--- config.mk ---
export PLATFORM = sky130hd
export DESIGN_NAME = block_grid_scanout_flat
export DESIGN_NICKNAME = d
export VERILOG_FILES = /design/src/rtl/block_grid_scanout_pkg.sv /design/src/rtl/block_grid_scanout_if.sv /design/src/rtl/block_grid_scanout_timing.sv /design/src/rtl/block_grid_scanout.sv /design/src/flat_wrapper.sv
export SDC_FILE = /design/constraint.sdc
export NUM_CORES = 1
export LEC_CHECK = 0
export BUFFER_PORTS_ARGS = -buffer_cell sky130_fd_sc_hd__buf_4
export CORE_UTILIZATION = 50
export DETAILED_ROUTE_END_ITERATION = 10
export PLACE_DENSITY = 0.76
export RECOVER_POWER = 25
export SLEW_MARGIN = 20
export SYNTH_ARGS = -nofsm -noshare
export SYNTH_HDL_FRONTEND = slang
export SYNTH_HIERARCHICAL = 1
export SYNTH_SLANG_ARGS = --single-unit
export TNS_END_PERCENT = 10
--- constraint.sdc ---
create_clock -name Clock -period 2.45 [get_ports Clock]
set_input_delay 0.49 -clock Clock [delete_from_list [all_inputs] [get_ports Clock]]
set_output_delay 0.49 -clock Clock [all_outputs]
set_load 0.02 [all_outputs]
--- src/rtl/block_grid_scanout_pkg.sv ---
// Shared constants for the block grid: block codes, colours, VGA timing and grid geometry.
// Used by the scanout, the game-logic writer and the block-map RAM.
package block_grid_scanout_pkg;

  localparam int VGA_H_VISIBLE = 640;
  localparam int VGA_H_FRONT   = 16;
  localparam int VGA_H_SYNC    = 96;
  localparam int VGA_H_BACK    = 48;
  localparam int VGA_V_VISIBLE = 480;
  localparam int VGA_V_FRONT   = 10;
  localparam int VGA_V_SYNC    = 2;
  localparam int VGA_V_BACK    = 33;

  localparam int CELL_SHIFT  = 3;
  localparam int GRID_WIDTH  = VGA_H_VISIBLE >> CELL_SHIFT;
  localparam int GRID_HEIGHT = VGA_V_VISIBLE >> CELL_SHIFT;
  localparam int GRID_CELLS  = GRID_WIDTH * GRID_HEIGHT;
  localparam int ADDR_W      = 13;
  localparam int CNT_W       = 10;

  typedef enum logic [1:0] {
    BLOCK_EMPTY = 2'd0,
    BLOCK_WALL  = 2'd1,
    BLOCK_SNAKE = 2'd2,
    BLOCK_FOOD  = 2'd3
  } block_t;

  localparam logic [7:0] COLOR_EMPTY = 8'h00;
  localparam logic [7:0] COLOR_WALL  = 8'hFF;
  localparam logic [7:0] COLOR_SNAKE = 8'h1C;
  localparam logic [7:0] COLOR_FOOD  = 8'hE0;

  // Per-pixel control flags that travel alongside the RAM read.
  typedef struct packed {
    logic visible;
    logic hsync;
    logic vsync;
    logic vblank;
  } stage_t;

  localparam stage_t STAGE_IDLE = '{visible: 1'b0, hsync: 1'b1, vsync: 1'b1, vblank: 1'b0};

  function automatic logic [7:0] block_color(input logic [1:0] code);
    case (block_t'(code))
      BLOCK_WALL:  return COLOR_WALL;
      BLOCK_SNAKE: return COLOR_SNAKE;
      BLOCK_FOOD:  return COLOR_FOOD;
      default:     return COLOR_EMPTY;
    endcase
  endfunction

endpackage

--- src/rtl/block_grid_scanout_if.sv ---
// Block-map read port plus VGA output bundle of the scanout.
interface block_grid_scanout_if;
  import block_grid_scanout_pkg::*;

  logic [ADDR_W-1:0] RdAddr;
  logic [1:0]        RdData;
  logic [7:0]        RGB;
  logic              HSync;
  logic              VSync;
  logic              VBlankStart;

  modport master (output RdAddr, RGB, HSync, VSync, VBlankStart, input RdData);
  modport slave  (input RdAddr, RGB, HSync, VSync, VBlankStart, output RdData);
endinterface

--- src/rtl/block_grid_scanout_timing.sv ---
// VGA raster counters with raw (undelayed) sync, visible and vblank-start flags.
module vga_timing_gen
  import block_grid_scanout_pkg::*;
#(
  parameter int H_VISIBLE = VGA_H_VISIBLE,
  parameter int H_FRONT   = VGA_H_FRONT,
  parameter int H_SYNC    = VGA_H_SYNC,
  parameter int H_BACK    = VGA_H_BACK,
  parameter int V_VISIBLE = VGA_V_VISIBLE,
  parameter int V_FRONT   = VGA_V_FRONT,
  parameter int V_SYNC    = VGA_V_SYNC,
  parameter int V_BACK    = VGA_V_BACK
) (
  input  logic             Clock,
  input  logic             ResetN,
  output logic [CNT_W-1:0] hcount,
  output logic [CNT_W-1:0] vcount,
  output logic             line_end,
  output logic             frame_end,
  output stage_t           flags
);

  localparam logic [CNT_W-1:0] H_LAST   = CNT_W'(H_VISIBLE + H_FRONT + H_SYNC + H_BACK - 1);
  localparam logic [CNT_W-1:0] V_LAST   = CNT_W'(V_VISIBLE + V_FRONT + V_SYNC + V_BACK - 1);
  localparam logic [CNT_W-1:0] H_VIS    = CNT_W'(H_VISIBLE);
  localparam logic [CNT_W-1:0] V_VIS    = CNT_W'(V_VISIBLE);
  localparam logic [CNT_W-1:0] HS_FIRST = CNT_W'(H_VISIBLE + H_FRONT);
  localparam logic [CNT_W-1:0] HS_LAST  = CNT_W'(H_VISIBLE + H_FRONT + H_SYNC - 1);
  localparam logic [CNT_W-1:0] VS_FIRST = CNT_W'(V_VISIBLE + V_FRONT);
  localparam logic [CNT_W-1:0] VS_LAST  = CNT_W'(V_VISIBLE + V_FRONT + V_SYNC - 1);

  // NOTE: registers use non-blocking assignments so every flop samples pre-edge values,
  // and the reset sits in the sensitivity list so it acts without waiting for a clock.
  always_ff @(posedge Clock or negedge ResetN) begin
    if (!ResetN) begin
      hcount <= '0;
      vcount <= '0;
    end else if (line_end) begin
      hcount <= '0;
      vcount <= frame_end ? '0 : vcount + 10'd1;
    end else begin
      hcount <= hcount + 10'd1;
    end
  end

  // NOTE: every output is assigned unconditionally here, so no latch can be inferred.
  always_comb begin
    line_end      = (hcount == H_LAST);
    frame_end     = line_end && (vcount == V_LAST);
    flags.visible = (hcount < H_VIS) && (vcount < V_VIS);
    flags.hsync   = !((hcount >= HS_FIRST) && (hcount <= HS_LAST));
    flags.vsync   = !((vcount >= VS_FIRST) && (vcount <= VS_LAST));
    flags.vblank  = (hcount == '0) && (vcount == V_VIS);
  end

endmodule

--- src/rtl/block_grid_scanout.sv ---
// Scans the block-map RAM in raster order and turns 2-bit block codes into VGA colour.
// RGB, HSync, VSync and VBlankStart all trail the counters by three cycles.
module block_grid_scanout
  import block_grid_scanout_pkg::*;
#(
  parameter int H_VISIBLE = VGA_H_VISIBLE,
  parameter int H_FRONT   = VGA_H_FRONT,
  parameter int H_SYNC    = VGA_H_SYNC,
  parameter int H_BACK    = VGA_H_BACK,
  parameter int V_VISIBLE = VGA_V_VISIBLE,
  parameter int V_FRONT   = VGA_V_FRONT,
  parameter int V_SYNC    = VGA_V_SYNC,
  parameter int V_BACK    = VGA_V_BACK
) (
  input logic                  Clock,
  input logic                  ResetN,
  block_grid_scanout_if.master bus
);

  localparam logic [ADDR_W-1:0] ROW_STEP   = ADDR_W'(H_VISIBLE >> CELL_SHIFT);
  localparam logic [CNT_W-1:0]  V_VIS_LAST = CNT_W'(V_VISIBLE - 1);

  logic [CNT_W-1:0]  hcount;
  logic [CNT_W-1:0]  vcount;
  logic              line_end;
  logic              frame_end;
  stage_t            raw;
  stage_t            d1;
  stage_t            d2;
  logic [ADDR_W-1:0] row_base;
  logic [ADDR_W-1:0] col;

  vga_timing_gen #(
    .H_VISIBLE(H_VISIBLE), .H_FRONT(H_FRONT), .H_SYNC(H_SYNC), .H_BACK(H_BACK),
    .V_VISIBLE(V_VISIBLE), .V_FRONT(V_FRONT), .V_SYNC(V_SYNC), .V_BACK(V_BACK)
  ) u_timing (
    .Clock    (Clock),
    .ResetN   (ResetN),
    .hcount   (hcount),
    .vcount   (vcount),
    .line_end (line_end),
    .frame_end(frame_end),
    .flags    (raw)
  );

  assign col = ADDR_W'(hcount >> CELL_SHIFT);

  // Row base steps once per cell row; the last visible line leaves it on the final row.
  always_ff @(posedge Clock or negedge ResetN) begin
    if (!ResetN) begin
      row_base <= '0;
    end else if (frame_end) begin
      row_base <= '0;
    end else if (line_end && (&vcount[CELL_SHIFT-1:0]) && (vcount < V_VIS_LAST)) begin
      row_base <= row_base + ROW_STEP;
    end
  end

  // Blanking reads park on address 0 so the RAM never sees an out-of-range address.
  always_ff @(posedge Clock or negedge ResetN) begin
    if (!ResetN) begin
      bus.RdAddr <= '0;
      d1         <= STAGE_IDLE;
      d2         <= STAGE_IDLE;
    end else begin
      bus.RdAddr <= raw.visible ? row_base + col : '0;
      d1         <= raw;
      d2         <= d1;
    end
  end

  always_ff @(posedge Clock or negedge ResetN) begin
    if (!ResetN) begin
      bus.RGB         <= COLOR_EMPTY;
      bus.HSync       <= 1'b1;
      bus.VSync       <= 1'b1;
      bus.VBlankStart <= 1'b0;
    end else begin
      bus.RGB         <= d2.visible ? block_color(bus.RdData) : COLOR_EMPTY;
      bus.HSync       <= d2.hsync;
      bus.VSync       <= d2.vsync;
      bus.VBlankStart <= d2.vblank;
    end
  end

endmodule
--- src/flat_wrapper.sv ---
// flat-port wrapper written by rule: the top's interface ports become plain ports
module block_grid_scanout_flat import block_grid_scanout_pkg::*;
#(
  parameter int H_VISIBLE = VGA_H_VISIBLE,
  parameter int H_FRONT   = VGA_H_FRONT,
  parameter int H_SYNC    = VGA_H_SYNC,
  parameter int H_BACK    = VGA_H_BACK,
  parameter int V_VISIBLE = VGA_V_VISIBLE,
  parameter int V_FRONT   = VGA_V_FRONT,
  parameter int V_SYNC    = VGA_V_SYNC,
  parameter int V_BACK    = VGA_V_BACK
)
  (Clock, ResetN, bus_RdAddr, bus_RGB, bus_HSync, bus_VSync, bus_VBlankStart, bus_RdData);
  block_grid_scanout_if bus_i ();
  input logic Clock;
  input logic ResetN;
  output wire logic [$bits(bus_i.RdAddr)-1:0] bus_RdAddr;
  output wire logic [$bits(bus_i.RGB)-1:0] bus_RGB;
  output wire logic [$bits(bus_i.HSync)-1:0] bus_HSync;
  output wire logic [$bits(bus_i.VSync)-1:0] bus_VSync;
  output wire logic [$bits(bus_i.VBlankStart)-1:0] bus_VBlankStart;
  input wire logic [$bits(bus_i.RdData)-1:0] bus_RdData;
  assign bus_RdAddr = bus_i.RdAddr;
  assign bus_RGB = bus_i.RGB;
  assign bus_HSync = bus_i.HSync;
  assign bus_VSync = bus_i.VSync;
  assign bus_VBlankStart = bus_i.VBlankStart;
  assign bus_i.RdData = bus_RdData;
  block_grid_scanout #(.H_VISIBLE(H_VISIBLE), .H_FRONT(H_FRONT), .H_SYNC(H_SYNC), .H_BACK(H_BACK), .V_VISIBLE(V_VISIBLE), .V_FRONT(V_FRONT), .V_SYNC(V_SYNC), .V_BACK(V_BACK)) u_core (.Clock(Clock), .ResetN(ResetN), .bus(bus_i));
endmodule
After elaboration in Yosys (flattened, before gate mapping)
Index checks and enable logic that the tools add are counted.
- register bits: 65
- input port bits: 4
- output and inout port bits: 24
- add/sub/neg operators: 4
- order comparisons: 7
- equal/unequal tests: 6
- multiplexer cells: 7
- reductions and logical operators: 12
- operators by type and width (kind ; number):
    2-to-1 mux 13 bit ; 3
    one-hot mux 8 bit (3 select lines) ; 1
    adder 10 x 1 -> 10 bit (second input constant) ; 2
    == test 10 bit (second input constant) ; 2
    less-than comparator 10 x 9 -> 1 bit (second input constant) ; 2
    2-to-1 mux 10 bit ; 2
    adder 13 x 7 -> 13 bit ; 1
    adder 13 x 7 -> 13 bit (second input constant) ; 1
    == test 10 x 9 -> 1 bit (second input constant) ; 1
    greater-or-equal comparator 10 bit (second input constant) ; 1
    greater-or-equal comparator 10 x 9 -> 1 bit (second input constant) ; 1
    <= comparator 10 bit (second input constant) ; 1
    <= comparator 10 x 9 -> 1 bit (second input constant) ; 1
    logical NOT 10 bit ; 1
    less-than comparator 10 bit (second input constant) ; 1
    2-to-1 mux 8 bit ; 1
    logical AND 1 bit ; 7
    == test 2 bit (second input constant) ; 2
    AND reduction 3 bit ; 1
    == test 2 x 1 -> 1 bit (second input constant) ; 1
    logical NOT 1 bit ; 2
    nonzero test 2 bit ; 1

Depth between registers and ports, before layout
- word-level depth: 5
- depth in mapped cells: 10
- gate-level depth less buffers: 8

By module
Netlist, hierarchy kept.
- by module, submodules not included (module ; instances ; cells an instance ; area each (µm²) ; sequential area each (µm²)):
    block_grid_scanout ; 1 ; 134 ; 1569.0 ; 908.4
    vga_timing_gen ; 1 ; 109 ; 1077.3 ; 500.5

Worst setup path after synthesis
OpenSTA, ideal clock, no wires.
- kind: flip-flop to flip-flop
- start point: register u_core.u_timing.hcount[5]
- end point: register u_core.row_base[12]
- setup time: 78 ps
- arrival: 2497 ps
- setup slack: -125 ps
- stages on the path, launching flop included: 9
- buffers on the path: 1
- period minus slack after synthesis: 2575 ps
- path through: dfrtp_1 > or4b_1 > buf_2 > or3_4 > clkinv_4 > and4b_1 > o211ai_2 > or4_1 > a21oi_1
- longest elaborated chain between the ends: 4
- elaborated cells on any way between the ends: 6
- classes of those cells: eq/ne (1); mux (1); reduce/logical (4)
- ends and longest elaborated chain (element ; RTL line ; source):
    start, declared ; block_grid_scanout_timing.sv:16 ; output logic [CNT_W-1:0] hcount,
    start signal, assigned ; block_grid_scanout_timing.sv:42 ; hcount <= hcount + 10'd1;
    == test 10 bit * ; block_grid_scanout_timing.sv:48 ; line_end = (hcount == H_LAST);
    net u_core.line_end ; block_grid_scanout.sv:25 ; logic line_end;
    logical AND 1 bit (2 in a row) ; block_grid_scanout.sv:54 ; end else if (line_end && (&vcount[CELL_SHIFT-1:0]) && (vcount < V_VIS_LAST)) begin
    nonzero test 2 bit (no source line) ; -- ;
    end signal, assigned ; block_grid_scanout.sv:55 ; row_base <= row_base + ROW_STEP;
    end, declared ; block_grid_scanout.sv:30 ; logic [ADDR_W-1:0] row_base;
The timed path passes the listed nets; every way through them passes the cells marked *.
A chain may end at the register's enable or synchronous reset.

Final worst setup path
- start point: register u_core.u_timing.hcount[6]
- end point: register u_core.row_base[7]
The elaborated chain is that of the path after synthesis.

==> impl_metrics.tcl <==
set metrics [dict create \
    postSynthAreaPerCell_um2 10.89 \
    ios 28 \
    start_util 0.5181 \
    synthTopCellsByArea "dfrtp_1 47%, dfstp_2 6.0%, ha_1 5.7%" \
    cts_max_level 2 \
    ys_seq_area_frac 0.5324 \
    power_mw 1.509 \
    cap_violations 0 \
    hpwl_um 3169 \
    coreArea_mm2 0.005107 \
    clkTransAtPathRegs_ns 0.10 \
    arrival_ns 2.73 \
    ys.flop_type "dfrtp_1" \
    design_area_mm2 0.003171 \
    finalSetupViolCount 6 \
    numPortBuffers 27 \
    yosysTopAreaCell "dfrtp_1" \
    drtAntennaViolNets 0 \
    post-route-util 0.6208 \
    insertion_delay_ns 0.30 \
    path_class "flip-flop to flip-flop" \
    layout.cells.non_filler 356 \
    slew_headroom 0.1250 \
    slowest_stage "or4b_4" \
    grt_antenna_before_repair 0 \
    hold_buffers 0 \
    ir_drop_mv 0.2587 \
    p_int_mw 1.181 \
    grt_max_degree 57 \
    fin_hold_ws_ns 0.3560 \
    post-place-cells 344 \
    yosysMostFrequentCell "dfrtp_1" \
    r2r_start "u_core/u_timing/hcount[6]" \
    setup_tns_ns -0.1508 \
    post-route-period-util 1.018 \
    startpoint "u_core/u_timing/hcount[6]" \
    clock_path_buffers 2 \
    final.setup.worst_slack_ns -0.04288 \
    dr.pass1.iters 4 \
    wl_per_cell_um 13.41 \
    grt_pass1_vias 1711 \
    fin_crit_ns 2.493 \
    violations "negative setup slack" \
    min_from "u_core/d1[0]" \
    drive_above_1_share 0.2727 \
    fmax_mhz 401.1 \
    p_seq_frac 0.618 \
    ys_async_sr_fraction 1.000 \
    yosysUniqueCellTypes 45 \
    synth_commonest_cells "50 x dfrtp_1, 15 x o21ai_0, 12 x a21oi_1, 12 x and2_1, 12 x ha_1" \
    cp-start-kind "flip-flop" \
    drt_iter0_drc 133 \
    cp_max_fo 5 \
    cts_root_buf "clkbuf_8" \
    switchingPower_mw 0.3277 \
    skew_ns 0.01148 \
    crit_chain "or4b_4 -> or3_4 -> clkinv_4 -> and4b_2 -> o211ai_4 -> buf_4 -> or3_1 -> a21oi_1" \
    power_frac_comb 0.043 \
    slew_violations 0 \
    fp.dieH_um 74.75 \
    ys_seq_elements 56 \
    syn_inst 243 \
    avgViaCountPerCell 5.545 \
    switching_share 0.2171 \
    grt_setup_unrepaired "true" \
    cp.required_ns 2.69 \
    grt_pass1_wl_um 7707 \
    fillers 419 \
    numCtsBuffers 5 \
    hold_viol_final 0 \
    grt_usage 0.1827 \
    place_area_mm2 0.002985 \
    yosys.area.top_type_share 0.4728 \
    multiInputGateArea_mm2 0.001190 \
    die_x_um 74.75 \
    worst_pin_slew_ns 1.313 \
    grt.overflow.total 0 \
    routed_wl_um 4773 \
    clkSinkCount 56 \
    finalWeightedCongestion 0.8059 \
    rows 26 \
    max_stage_delay_ns 0.54 \
    vias 1974 \
    place_ws_ns -0.09251 \
    synth_area_mm2 0.002646 \
    synth_enable_flop_cells 0 \
    power.density_mw_per_mm2 476.0 \
    yosys_warnings 6 \
    diodes 0 \
    syn_nets 259 \
    crit_path_end_kind "flip-flop" \
    ff_latch_area_mm2 0.001410 \
    drc 0 \
    power_leakage_nw 1.455 \
    syn_to_final_growth_pct 19.81 \
    status "complete, but fails checks" \
    tritoncts "done" \
    pwr-share-clk 0.339 \
    final_nets 301 \
    hold_path.class "flip-flop to flip-flop" \
    dieArea_mm2 0.005588 \
]
-- metal layers --
| metal | global-route usage | part of all wire | vias to the layer above |
|---|---|---|---|
| li1 | - | - | 946 |
| met1 | 0.2330 | 0.44 | 946 |
| met2 | 0.3083 | 0.49 | 69 |
| met3 | 0.03748 | 0.045 | 13 |
| met4 | 0.06709 | 0.025 | 0 |
| met5 | 0 | 0 | - |
-- cells in the final DEF (no fill, tap or decap), types with 3 or more instances in the layout --
| master | netlist | routed |
|---|---|---|
| xnor2_1 | 11 | 11 |
| clkbuf_8 | 0 | 6 |
| nand4_1 | 7 | 7 |
| a21oi_2 | 0 | 4 |
| nand2_1 | 11 | 11 |
| buf_4 | 5 | 43 |
| or3_1 | 8 | 7 |
| and2_1 | 12 | 12 |
| nor2_1 | 11 | 11 |
| nand3_1 | 9 | 9 |
| inv_1 | 11 | 11 |
| and3_1 | 5 | 5 |
| dfrtp_1 | 50 | 49 |
| dfstp_2 | 6 | 6 |
| a21oi_1 | 12 | 8 |
| ha_1 | 12 | 12 |
| xor2_1 | 8 | 8 |
| o21ai_0 | 15 | 14 |
| nor3_1 | 3 | 3 |
| nor4_1 | 5 | 5 |
| nor4b_1 | 3 | 3 |
| o31ai_1 | 4 | 3 |
-- layout make-up --
class	count	share of cell area
inverter	12	0.01579
clock buffer	6	0.02605
sequential	56	0.4448
tap	70	0.02762
timing repair buffer	45	0.1058
multi-input combinational	165	0.3753
clock inverter	2	0.004736
-- worst max-delay path: cells and delay by family, from the launching register on --
family	cells	cell delay, ns
AND/OR/NAND/NOR	4	1.54
buffers and inverters	2	0.22
AO/OA/AOI/OAI	2	0.27
flip-flops	1	0.39
-- state kept, by name, summed over array words and instances, names as in the netlist, 3 cells and up --
signal / flops
u_core/u_timing/vcount: 10
u_core/bus.RdAddr: 13
u_core/d2: 4
u_core/bus.RGB: 3
u_core/d1: 4
u_core/u_timing/hcount: 10
u_core/row_base: 9
-- power by group through the flow --
| stage | registers, mW | clock network (mW) | logic, mW |
|---|---|---|---|
| 6_report | 0.933 | 0.512 | 0.0645 |
| 5_1_grt | 0.934 | 0.568 | 0.0741 |
| 4_1_cts | 0.933 | 0.530 | 0.0672 |
| 3_5_place_dp | 0.951 | 0 | 0.0671 |
| 3_3_place_gp | 0.950 | 0 | 0.0660 |
| 2_1_floorplan | 0.958 | 0 | 0.0269 |
-- path summary, 6_finish.rpt --
check | to | slack, ns | cells after the start
worst min-delay path | u_core/d2[0] | 0.36 | 0
min in group asynchronous | u_core/bus.VBlankStart | 0.47 | 1
worst min register to register | u_core/d2[0] | 0.36 | 0
worst max-delay path | u_core/row_base[7] | -0.04 | 8
max in group asynchronous | u_core/u_timing/hcount[5] | 1.12 | 1
worst max register to register | u_core/row_base[7] | -0.04 | 8
-- cell families after synthesis --
group | Yosys count | share of synthesized area
AOI/OAI and AO/OA | 42 | 0.09693
xor gates and xnor gates | 19 | 0.06288
adders and majority gates | 12 | 0.05674
buffers and inverters | 23 | 0.04350
DFF | 56 | 0.5324
muxes | 2 | 0.007565
other | 1 | 0.001417
and+or+nand+nor | 88 | 0.1986
-- timing repair --
action / in CTS / in global routing
endpoints found under the setup margin: 4 / 7
buffers inserted: 3 / 0
pin swaps: 0 / 2
gates resized for setup: 4 / 9
gates cloned: 0 / 1
Power figures use the tool's default switching activity.
